===== src/rtl/loader_pkg.sv =====
// Shared types and constants for the instruction loader.
package loader_pkg;

  typedef enum logic [2:0] {
    IDLE,
    HEADER,
    LOAD,
    DONE,
    ERROR
  } loader_state_t;

  localparam int BYTES_PER_WORD = 4;
  localparam int BYTE_WIDTH     = 8;
  localparam int WORD_WIDTH     = BYTES_PER_WORD * BYTE_WIDTH;

endpackage


===== src/rtl/instruction_loader_byte_assembler.sv =====
// Collects bytes LSB-first into a word. The completed word and its strobe are
// presented combinationally on the edge that accepts the last byte, so the
// parent can register the write in the very next cycle.
module byte_assembler
  import loader_pkg::*;
(
  input  logic                  clock,
  input  logic                  reset,
  input  logic                  clear,
  input  logic                  accept,
  input  logic [BYTE_WIDTH-1:0] in_data,
  output logic [WORD_WIDTH-1:0] word,
  output logic                  word_valid
);

  localparam int COUNT_WIDTH = $clog2(BYTES_PER_WORD);

  logic [COUNT_WIDTH-1:0] byte_count;
  logic [WORD_WIDTH-1:0]  shift_reg;

  // New bytes enter at the top, so after four shifts byte 0 sits in [7:0].
  assign word       = {in_data, shift_reg[WORD_WIDTH-1:BYTE_WIDTH]};
  assign word_valid = accept && (byte_count == COUNT_WIDTH'(BYTES_PER_WORD - 1));

  // Byte counter and shift-in register; the partial word survives input gaps.
  always_ff @(posedge clock) begin
    // NOTE: sequential state uses non-blocking assignments so every register
    // samples pre-edge values, independent of statement order.
    if (reset || clear) begin
      byte_count <= '0;
      shift_reg  <= '0;
    end else if (accept) begin
      byte_count <= byte_count + COUNT_WIDTH'(1);
      shift_reg  <= word;
    end
  end

endmodule


===== src/rtl/instruction_loader.sv =====
// Loads a length-prefixed little-endian byte stream into instruction memory,
// one write per word, holding the CPU in reset until the image is complete.
module instruction_loader
  import loader_pkg::*;
#(
  parameter int DATA_WIDTH   = WORD_WIDTH,
  parameter int ADDR_WIDTH   = 32,
  parameter int MEM_DEPTH    = 256,
  parameter int BASE_ADDRESS = 0
) (
  input  logic                  clock,
  input  logic                  reset,
  input  logic                  start,
  input  logic                  in_valid,
  input  logic [BYTE_WIDTH-1:0] in_data,
  output logic                  in_ready,
  output logic                  write_enable,
  output logic [ADDR_WIDTH-1:0] write_address,
  output logic [DATA_WIDTH-1:0] write_data,
  output logic                  cpu_hold,
  output logic                  done,
  output logic                  load_error
);

  localparam int                     COUNT_WIDTH = $clog2(MEM_DEPTH + 1);
  localparam logic [ADDR_WIDTH-1:0]  BASE        = ADDR_WIDTH'(BASE_ADDRESS);
  localparam logic [WORD_WIDTH-1:0]  DEPTH_LIMIT = WORD_WIDTH'(MEM_DEPTH);

  loader_state_t          state;
  logic [COUNT_WIDTH-1:0] words_left;
  logic                   accept;
  logic                   start_load;
  logic [WORD_WIDTH-1:0]  word;
  logic                   word_valid;

  assign accept     = in_valid && in_ready;
  assign start_load = start && (state == IDLE || state == DONE || state == ERROR);

  // One assembler serves both the header word and the instruction words.
  byte_assembler u_assembler (
    .clock      (clock),
    .reset      (reset),
    .clear      (start_load),
    .accept     (accept),
    .in_data    (in_data),
    .word       (word),
    .word_valid (word_valid)
  );

  // Load FSM with registered handshake, write strobe and status outputs.
  always_ff @(posedge clock) begin
    if (reset) begin
      state         <= IDLE;
      words_left    <= '0;
      in_ready      <= 1'b0;
      write_enable  <= 1'b0;
      write_address <= BASE;
      write_data    <= '0;
      cpu_hold      <= 1'b1;
      done          <= 1'b0;
      load_error    <= 1'b0;
    end else begin
      write_enable <= 1'b0;
      if (write_enable) write_address <= write_address + ADDR_WIDTH'(1);

      case (state)
        IDLE, DONE, ERROR: begin
          if (start_load) begin
            state         <= HEADER;
            in_ready      <= 1'b1;
            cpu_hold      <= 1'b1;
            done          <= 1'b0;
            load_error    <= 1'b0;
            write_address <= BASE;
          end
        end

        HEADER: begin
          if (word_valid) begin
            if (word == '0) begin
              state    <= DONE;
              in_ready <= 1'b0;
              done     <= 1'b1;
              cpu_hold <= 1'b0;
            end else if (word > DEPTH_LIMIT) begin
              state      <= ERROR;
              in_ready   <= 1'b0;
              load_error <= 1'b1;
            end else begin
              state      <= LOAD;
              words_left <= word[COUNT_WIDTH-1:0];
            end
          end
        end

        LOAD: begin
          if (word_valid) begin
            write_enable <= 1'b1;
            write_data   <= DATA_WIDTH'(word);
            words_left   <= words_left - COUNT_WIDTH'(1);
            if (words_left == COUNT_WIDTH'(1)) begin
              state    <= DONE;
              in_ready <= 1'b0;
              done     <= 1'b1;
              cpu_hold <= 1'b0;
            end
          end
        end

        default: state <= IDLE;
      endcase
    end
  end

endmodule

===== config.mk =====
export PLATFORM = sky130hd
export DESIGN_NAME = instruction_loader
export DESIGN_NICKNAME = d
export VERILOG_FILES = /design/src/rtl/loader_pkg.sv /design/src/rtl/instruction_loader_byte_assembler.sv /design/src/rtl/instruction_loader.sv
export SDC_FILE = /design/constraint.sdc
export NUM_CORES = 1
export LEC_CHECK = 0
export BUFFER_PORTS_ARGS = -buffer_cell sky130_fd_sc_hd__buf_2
export CAP_MARGIN = 20
export CORE_MARGIN = 2
export CORE_UTILIZATION = 50
export CTS_CLUSTER_SIZE = 12
export DETAILED_ROUTE_END_ITERATION = 8
export MAX_ROUTING_LAYER = met4
export PLACE_DENSITY = 0.75
export SLEW_MARGIN = 15
export SYNTH_ARGS = -nofsm -noshare
export SYNTH_HDL_FRONTEND = slang
export SYNTH_SLANG_ARGS = --single-unit

===== constraint.sdc =====
create_clock -name clock -period 2 [get_ports clock]
set_input_delay 0.2 -clock clock [delete_from_list [all_inputs] [get_ports clock]]
set_output_delay 0.2 -clock clock [all_outputs]
set_load 0.05 [all_outputs]

* Yosys cells after proc, flatten, opt, wreduce, memory -nomap -nowiden *
Index checks and enable logic that the tools add are counted.

cells by class
  equal/unequal tests = 15
  $add $sub $neg = 3
  reductions and logical operators = 19
  multiplexer cells = 36
  order comparisons = 1
  bitwise gates (word level) = 1

operators with widths
  kind                                                             count
  two-way mux 32 bit                                               3
  two-way mux 9 bit                                                4
  adder 32 x 1 -> 32 bit (second input constant)                   1
  greater-than comparator 32 x 9 -> 1 bit (second input constant)  1
  zero test 32 bit                                                 1
  two-way mux 3 bit                                                6
  one-hot mux 9 bit (2 select lines)                               1
  two-way mux 1 bit                                                17
  AND reduction 6 bit                                              2
  inequality test 2 bit (second input constant)                    5
  AND reduction 5 bit                                              2
  == test 9 x 1 -> 1 bit (second input constant)                   1
  one-hot mux 1 bit (3 select lines)                               3
  one-hot mux 3 bit (3 select lines)                               1
  subtractor 9 x 1 -> 9 bit (second input constant)                1
  == test 3 x 2 -> 1 bit (second input constant)                   2
  inequality test 2 x 1 -> 1 bit (second input constant)           3
  AND reduction 4 bit                                              1
  nonzero test 2 bit                                               2
  == test 3 x 1 -> 1 bit (second input constant)                   1
  == test 3 bit (second input constant)                            1
  logical AND 1 bit                                                3
  zero test 3 bit                                                  1
  logical OR 1 bit                                                 3
  other kinds (9)                                                  9

storage, ports and cells
  logic and storage cells = 86
  flip-flop bits (word level) = 115

* Logic depth before layout (Yosys ltp) *
Gate-level depths: netlist of run 1.

  depth in word-level cells = 6
  depth in mapped cells = 8
  gate-level depth less buffers = 7

* Hierarchy *
Synthesis of run 1 repeated with hierarchy kept, for this count alone.

unflattened totals
  cell total of the unflattened synthesis = 563
  area total of the unflattened synthesis = 4,834.6 sq um

modules (own cells, without submodules)
  module              cells an instance  seq. area each (sq um)  area each (sq um)  instances
  instruction_loader  468                1,621.6                 3,794.9            1
  byte_assembler      95                 520.5                   1,039.7            1

* Worst setup path after synthesis of run 1 *
No wires, ideal clock.

  path kind = flip-flop to flip-flop
  start = register write_address[0]
  end = register write_address[28]
  path buffers = 0
  cell stages (with the launch flop) = 7
  setup slack = -0.270 ns
  data arrival time = 2.143 ns
  path through = dfxtp_1 -> ha_1 -> nand3_1 -> or4_1 -> nor4_1 -> xnor2_1 -> nor2_1

between the ends
  word-level cells in the longest chain between the ends = 4

ends and longest elaborated chain
  element                   line                      text
  start, declared           instruction_loader.sv:18  output logic [ADDR_WIDTH-1:0] write_address,
  start signal, assigned    instruction_loader.sv:64  if (write_enable) write_address <= write_address + ADDR_WIDTH'(1);
  adder 32 x 1 -> 32 bit *  instruction_loader.sv:64
  two-way mux 32 bit *      instruction_loader.sv:64
  two-way mux 32 bit        instruction_loader.sv:68  if (start_load) begin
  two-way mux 32 bit *      instruction_loader.sv:66  case (state)

Mark *: on every way between the ends. The rest lies on a longest branch, timed or not.
A chain may end at the register's enable or synchronous reset.

* Worst setup path in the final report of run 1 *
  start = register u_assembler.shift_reg[27]
  end = register words_left[2]

between the ends
  word-level cells in the longest chain between the ends = 3
  elaborated cells on any way between the ends = 5

ends and longest elaborated chain
  element                                                                             line                                                text
  start, declared                                                                     instruction_loader_byte_assembler.sv:19             logic [WORD_WIDTH-1:0] shift_reg;
  start signal, assigned                                                              instruction_loader_byte_assembler.sv:34             shift_reg <= word;
  greater-than comparator 32 x 9 -> 1 bit / zero test 32 bit (equally long branches)  instruction_loader.sv:85, instruction_loader.sv:80
  inequality test 2 bit (no source line)                                              -
  AND reduction 5 bit (no source line) *                                              -
  end signal, assigned                                                                instruction_loader.sv:91                            words_left <= word[COUNT_WIDTH-1:0];
  end signal, assigned                                                                instruction_loader.sv:100                           words_left <= words_left - COUNT_WIDTH'(1);
  end, declared                                                                       instruction_loader.sv:30                            logic [COUNT_WIDTH-1:0] words_left;

Marks and branches as above.

==> reports/qor.txt, run 1 <==
PwrDens = 672.2 nW/um^2
Die Height = 99.55 um
final WL = 11340 um
Synth Instances = 557
top cells by area, synth = dfxtp_1, nand2_1, a21oi_1
CP Capture Type = flop
DP HPWL = 7936 um
vias in the first global route = 3897
slowest stage cell, crit path = a2111o_1
slowest stage delay, CP = 0.42 ns
RSZ-0062 raised after global routing = yes
Worst EP required = 2.31 ns
fmax = 508.4 MHz
# diodes = 0
post-synthesis sequential area ratio = 0.4693
Worst Tran Pin Value = 0.5239 ns
clk_skew = 0.01979 ns
First-pass DRT Iterations = 5
CTS Buf Count = 9
P&R area growth vs syn = 23.49%
Post-DRT Antenna Nets = 0
DR iter-0 viols = 279
synthesized area per cell = 8.195 um^2
Final Hold Fails = 0
Synth Register Bits = 107
ys async rst share = 0
HP Class = in2reg
vias per inst = 5.558
Std-Cell Core Area = 8806 um^2
GPL Wtd Cong = 0.8820
Yosys top cell area share = 0.4693
Period minus WS final = 1.967 ns
# setup viols final = 0
first-pass GRT wire length = 18310 um
Slew headroom = 0.6458
Leakage Power = 2.151 nW
io pins = 81
status = complete, no violations
Max Cap Viol = 0
Site Rows = 34
initial antenna violation count = 0
Distinct cells, synth = 59
die width = 99.55 um
Remaining Overflow, GRT = 0
Initial Util = 0.5183
hold slack = 0.07287 ns
GRT Overall Usage = 0.2332
top_reg_cell synth = dfxtp_1
TritonCTS clock tree = done
Synth Net Count = 573
DP Cell Count = 754
Die ar. = 9909 um^2
Syn Std Cell Area = 4564 um^2
critical-path cell list = nor4_2 > nand4_1 > buf_4 > a2111o_1 > a2111o_1 > o211ai_2
CP max FO = 6
Worst Setup Start Kind = flop
final core utilization = 0.6401
most common cell in the netlist = nand2_1
Post-synth EDFFs = 0
synth warn = 0
Worst EP arrival = 2.28 ns
share of cells above drive strength 1 = 0.2767
Port Buffers = 80
most frequent cells after synthesis = nand2_1, dfxtp_1, a21oi_1
clock sinks = 107
later-pin clock latency in the skew report = 0.39 ns
drt drc = 0
final-stage net count = 676
clock transition at the registers of the reported paths = 0.11 ns
number of H-tree levels = 3
final slew viol count = 0
drt wl/cell = 14.67 um
Tcrit/Tclk final = 0.9835
vias post-DR = 4296
peak supply drop = 0.4609 mV
final setup TNS = 0 ns
critical path class = reg2reg
cell accounting for the most synthesized area = dfxtp_1
CTS Buffer Depth = 2
cell mode on critical path = a2111o_1
Root Buffer Master = clkbuf_8
non-filler cells in the finished layout = 773
largest net degree at the start of global routing = 61
[through the flow]
step	total power, W	worst slack [ns]	area (um^2)
after floorplan	0.002368	0.02078	4592
after global placement	0.002455	0.04606	5333
after detailed placement	0.002458	0.01252	5333
after CTS	0.003806	0.001704	5563
after global routing	0.003934	-0.06401	5637
final	0.003789	0.03308	5637
[timing repair]
action,4_1_cts,5_1_grt
hold buffers,0,0
setup endpoints to repair,2,13
pin swaps,3,6
endpoints found under the hold margin,0,0
resized for setup,2,16
setup buffers,1,2
[metal layers]
| metal | wire, um | vias to the layer above | track usage |
|---|---|---|---|
| li1 | - | 2120 | - |
| met2 | 5313 | 129 | 0.3602 |
| met5 | 0 | - | - |
| met1 | 5178 | 2028 | 0.3057 |
| met4 | 163 | 0 | 0.06744 |
| met3 | 684 | 19 | 0.05692 |
[worst max-delay path, delay by kind of cell, from the launching register on]
family / cells / cell delay, ns
AOI/OAI and AO/OA: 3 / 0.89
and+or+nand+nor: 2 / 0.47
buffers and inverters: 1 / 0.20
DFF: 1 / 0.35
[worst paths after layout]
check	from	end	slack (ns)	depth (start not counted)
setup / recovery	u_assembler.shift_reg[27]	words_left[2]	0.03	6
hold / removal	in_data[1]	u_assembler.shift_reg[25]	0.07	3
setup reg to reg	u_assembler.shift_reg[27]	words_left[2]	0.03	6
hold reg to reg	write_data[1]	write_data[1]	0.46	2
[cell usage in the layout (no fill, tap or decap), types with 4 or more instances in the layout]
master      n
nand4_1     9
dfxtp_1    89
buf_2      80
nand2_1   138
nor4_2      6
or3_1       4
nor2_1     44
ha_1        4
nor3_1      8
clkbuf_8    9
a21oi_1    65
inv_1       6
nand2b_1    7
and3_1      4
nor4_1      9
o21ai_0     5
nand3_1    12
dfxtp_2    15
xor2_1     15
xnor2_1    18
buf_4      39
[kinds of logic after synthesis]
family,count (synthesis),synth area share
buffers and inverters,36,0.03070
adders and majority gates,4,0.01097
DFF,107,0.4693
muxes,3,0.006579
and+or+nand+nor,266,0.2728
xor gates and xnor gates,33,0.06332
AOI/OAI and AO/OA,108,0.1464
[where the power goes]
group / total (W) / leakage (nW) / switching [W] / internal, W
Combinational: 0.000255 / 1.17 / 0.000175 / 0.0000804
Clock: 0.00137 / 0.107 / 0.000860 / 0.000514
Sequential: 0.00216 / 0.873 / 0.0000171 / 0.00214
Total: 0.00379 / 2.15 / 0.00105 / 0.00274
[final cells by class]
type / count / area [um^2]
fill: 742 / 3169
multi-input combinational: 414 / 2352
sequential: 107 / 2172
timing repair buffer: 122 / 744.5
tap: 108 / 135.1
clock buffer: 9 / 123.9
clock inverter: 7 / 86.33
inverter: 6 / 22.52
(Power assumes the default switching activity.)
==> inputs of run 2 (changes only) <==
Settings changed: REMOVE_ABC_BUFFERS set to 1.
==> run 2 against run 1 <==
Against the previous run:
- the flow now finishes with violations (setup timing)
- combinational power hardly changed
- design area is 0.33% lower
- clock skew is 0.0091 ns lower
- count of clock-buffer cells in the layout stayed put
- core utilization is 0.21 points lower
- die area stayed put
==> reports/qor.txt, run 2 (same netlist as run 1, synthesis figures left out) <==
clock sinks = 107
drt drc = 0
io pins = 81
PnR worst setup slack = -0.01465 ns
First-pass DRT Iterations = 4
clock transition at the registers of the reported paths = 0.11 ns
GRT Overall Usage = 0.2239
Final Cell Area = 5618 um^2
Remaining Overflow, GRT = 0
cts hold-fix bufs = 0
CTS Buffer Depth = 2
Post-DRT Antenna Nets = 0
P&R area growth vs syn = 23.08%
Placed Area = 5330 um^2
Worst EP required = 2.24 ns
Port Buffers = 80
final WL = 10890 um
non-filler cells in the finished layout = 778
Root Buffer Master = clkbuf_8
vias post-DR = 4277
Slew headroom = 0.6820
Final Hold Fails = 0
CTS Buf Count = 9
CP Capture Type = flop
PwrDens = 654.9 nW/um^2
share of cells above drive strength 1 = 0.2582
later-pin clock latency in the skew report = 0.37 ns
final-stage net count = 681
# diodes = 0
RSZ-0062 raised after global routing = yes
DP HPWL = 7704 um
vias in the first global route = 3909
HP Class = in2reg
RR Startpoint = u_assembler.shift_reg[30]
fmax = 496.4 MHz
number of H-tree levels = 3
# setup viols final = 1
R2R Setup Slk = -0.01 ns
most frequent cells in the layout = nand2_1, dfxtp_1, buf_2
critical path class = reg2reg
Worst Tran Pin Value = 0.4704 ns
Endpoint, Worst Hold = load_error
Tcrit/Tclk final = 1.007
Worst EP arrival = 2.25 ns
final slew viol count = 0
drt wl/cell = 13.99 um
first-pass GRT wire length = 17880 um
initial antenna violation count = 0
largest net degree at the start of global routing = 61
fillcell total = 781
critical-path cell list = nor4_4 > nand4_1 > buf_4 > a2111o_1 > a211oi_1 > a211oi_2
Worst Setup Start Kind = flop
Hold Crit Depth = 2
TritonCTS clock tree = done
reg2reg path depth = 6
die width = 99.55 um
GPL Wtd Cong = 0.9099
slowest stage cell, crit path = a2111o_1
final setup TNS = -0.01465 ns
slowest stage delay, CP = 0.39 ns
failing checks = setup timing
Max Cap Viol = 0
final core utilization = 0.6380
Hold Startpoint = reset
DR iter-0 viols = 196
peak supply drop = 0.3278 mV
status = finished, violations left
RR Endpoint = words_left[7]
commonest non-fill, non-tap cell in the layout = nand2_1
Period minus WS final = 2.015 ns
Die Height = 99.55 um
dpl ws = -0.06810 ns
CP max FO = 6
Leakage Power = 2.160 nW
Die ar. = 9909 um^2
Initial Util = 0.5183
DP Cell Count = 759
clk_skew = 0.01071 ns
Std-Cell Core Area = 8806 um^2
vias per inst = 5.497
Site Rows = 34
==> run 2: per-stage QoR <==
step	total power, W	hold slack (ns)
after floorplan	0.002348	0.2691
after global placement	0.002454	0.4293
after detailed placement	0.002459	0.4333
after CTS	0.003711	0.03154
after global routing	0.003828	0.04763
final	0.003679	0.05214
==> run 2: worst max-delay path by stage <==
stage,startpoint,to,slack (ns),cells after the start
6_report,u_assembler.shift_reg[30],words_left[7],-0.01,6
5_1_grt,u_assembler.shift_reg[30],words_left[7],-0.08,6
4_1_cts,u_assembler.shift_reg[30],words_left[2],-0.05,6
3_5_place_dp,in_data[3],cpu_hold,-0.07,6
3_3_place_gp,in_data[3],cpu_hold,-0.06,6
2_1_floorplan,in_ready,words_left[0],-0.95,5
==> run 2: report_power, final <==
group / internal, W / switching (W)
registers: 0.00215 / 0.0000174
clock network: 0.000483 / 0.000779
logic: 0.0000814 / 0.000171
total: 0.00271 / 0.000968
==> run 2: layer usage <==
metal	track usage	share of wire	vias up
met5	-	0	-
met4	0.05163	0.011	0
met3	0.05271	0.052	12
met2	0.3737	0.49	115
met1	0.2763	0.44	2017
li1	-	-	2133
==> run 2: cell type report <==
| class | count | area [um^2] | area share |
|---|---|---|---|
| clock buffers | 9 | 123.9 | 0.02205 |
| flip-flops and latches | 107 | 2145 | 0.3817 |
| multi-input cells | 414 | 2356 | 0.4194 |
| inverters | 6 | 22.52 | 0.004009 |
| repair buffers | 127 | 765.7 | 0.1363 |
| clock inverters | 7 | 70.07 | 0.01247 |
| well taps | 108 | 135.1 | 0.02405 |
==> run 2: critical path, delay by kind of cell (launching register included) <==
| family | cells | cell delay, ns |
|---|---|---|
| AO/OA/AOI/OAI | 3 | 0.86 |
| buffers and inverters | 1 | 0.20 |
| flip-flops | 1 | 0.35 |
| AND/OR/NAND/NOR | 2 | 0.47 |
==> run 2: what timing repair did <==
action	in CTS	in global routing
setup buffers	2	1
gates cloned	0	0
gates resized for setup	5	11
pin swaps	7	5
hold endpoints to repair	0	0
setup endpoints to repair	9	23
==> inputs of run 3 (changes only) <==
Settings changed: ABC_AREA set to 1, CORE_UTILIZATION 50 to 51, PLACE_DENSITY 0.75 to 0.76.
==> run 3 against run 2 <==
Against the previous run:
- the run now ends clean
- core utilization decreased by 3.6 points
- first-iteration DRC count increased by 15%
- combinational power increased to 6.0 times the previous value
- highest routed layer unchanged
- cell count increased by 13%
- clock power about the same
- fmax increased by 16%
- via count increased by 6.9%
- synthesized area increased by 7.4%
- sequential power increased by 9%
- synthesized cell count increased by 22%
- count of clock-buffer cells in the layout increased by 1
- total power increased by 38%
- critical endpoint is now write_address[30]
==> reports/qor.txt, run 3 <==
slowest stage cell, crit path = dfxtp_1
CTS Buffer Depth = 2
post-cts resize count = 0
CP Capture Type = flop
CP max FO = 4
most frequent cells in the layout = nor2_1, nand2_1, dfxtp_1
commonest non-fill, non-tap cell in the layout = nor2_1
total power = 0.005094 W
top cells by area, synth = dfxtp_1, nor2_1, nand2_1
status = complete, no violations
first-pass GRT wire length = 19180 um
Yosys top cell area share = 0.4371
vias per inst = 5.176
GPL Wtd Cong = 0.9074
Die Height = 102.0 um
final setup TNS = 0 ns
dpl ws = 0.3129 ns
Site Rows = 35
Root Buffer Master = clkbuf_8
PnR worst setup slack = 0.2651 ns
CP delay by family, top = simple AND/OR/NAND/NOR gates
fmax = 576.4 MHz
Remaining Overflow, GRT = 0
Worst Tran Pin Value = 0.5467 ns
clk_skew = 0.01586 ns
later-pin clock latency in the skew report = 0.38 ns
DR iter-0 viols = 225
Worst EP required = 2.28 ns
top_reg_cell synth = dfxtp_1
Post-DRT Antenna Nets = 0
drt drc = 0
slowest stage delay, CP = 0.41 ns
Syn Std Cell Area = 4901 um^2
Tcrit/Tclk final = 0.8675
CTS Buf Count = 9
final slew viol count = 0
Initial Util = 0.5279
Worst EP arrival = 2.02 ns
Synth Instances = 677
clock transition at the registers of the reported paths = 0.10 ns
peak supply drop = 0.4255 mV
ys async rst share = 0
Std-Cell Core Area = 9284 um^2
HP Class = in2reg
Port Buffers = 80
TritonCTS clock tree = done
vias in the first global route = 4275
post-synthesis sequential area ratio = 0.4371
drt wl/cell = 12.90 um
final-stage net count = 766
Final Hold Fails = 0
most frequent cells after synthesis = nor2_1, nand2_1, dfxtp_1
synth warn = 0
critical path class = reg2reg
largest net degree at the start of global routing = 44
cell accounting for the most synthesized area = dfxtp_1
P&R area growth vs syn = 14.02%
First-pass DRT Iterations = 6
synthesized area per cell = 7.239 um^2
critical-path cell list = ha_1 > nand2_2 > nor2_4 > nand3_2 > nor3_2 > nand4_1 > o21ai_0 > nor2_1
Period minus WS final = 1.735 ns
Post-synth EDFFs = 0
GRT Overall Usage = 0.2369
cts hold-fix bufs = 0
clock sinks = 107
Die ar. = 10410 um^2
die width = 102.0 um
DP HPWL = 8176 um
post-CTS setup buffers = 0
Worst Setup Start Kind = flop
vias post-DR = 4570
initial antenna violation count = 0
final core utilization = 0.6019
# diodes = 0
Buf/Inv on CP = 0
share of cells above drive strength 1 = 0.1883
most common cell in the netlist = nor2_1
RSZ-0062 raised after global routing = no
Slew headroom = 0.6322
final WL = 11390 um
PwrDens = 911.6 nW/um^2
Distinct cells, synth = 39
Leakage Power = 2.507 nW
Synth Register Bits = 107
number of H-tree levels = 3
io pins = 81
# setup viols final = 0
Max Cap Viol = 0
==> run 3: final cells by class <==
class	instances	area, um^2
Sequential cell	107	2142
Tap cell	129	161.4
Clock buffer	10	127.6
Fill cell	910	3696
Clock inverter	5	47.55
Inverter	53	200.2
Timing Repair Buffer	89	480.5
Multi-Input combinational cell	490	2429
==> run 3: logic make-up after synthesis <==
kind of cell    Yosys count  synth area share
compound gates          107            0.1169
xor+xnor                 16           0.02859
fa+ha+maj                 4           0.01021
buf+inv                  80           0.06740
flops                   107            0.4371
simple gates            363            0.3398
==> run 3: final timing paths <==
check,start,to,slack (ns),depth (start not counted)
worst min-delay path,reset,in_ready,0.06,2
worst max-delay path,write_address[0],write_address[30],0.27,8
worst max register to register,write_address[0],write_address[30],0.27,8
worst min register to register,cpu_hold,cpu_hold,0.46,2
==> run 3: routing by layer <==
metal | vias up | GRT usage | part of all wire
met5 | - | - | 0
met4 | 0 | 0.06462 | 0.015
met3 | 15 | 0.05472 | 0.045
met2 | 103 | 0.3957 | 0.50
met1 | 2113 | 0.2883 | 0.44
li1 | 2339 | - | -
==> run 3: where the power goes <==
group | total, W | switching, W | internal (W)
Combinational | 0.00150 | 0.00105 | 0.000459
Sequential | 0.00235 | 0.0000928 | 0.00225
Clock | 0.00124 | 0.000772 | 0.000469
==> run 3: stage by stage <==
stage	area [um^2]	instances	hold WS, ns
5_1_grt	5588	883	0.05739
6_report	5588	883	0.06320
2_1_floorplan	4771	650	0.2691
4_1_cts	5588	883	0.04569
3_3_place_gp	5413	868	0.4412
3_5_place_dp	5413	868	0.4379
==> run 3: worst register-to-register path: cells and delay by family, from the launching register on <==
family	cells	cell delay (ns)
fa+ha+maj	1	0.19
simple gates	6	0.84
compound gates	1	0.19
flops	1	0.41
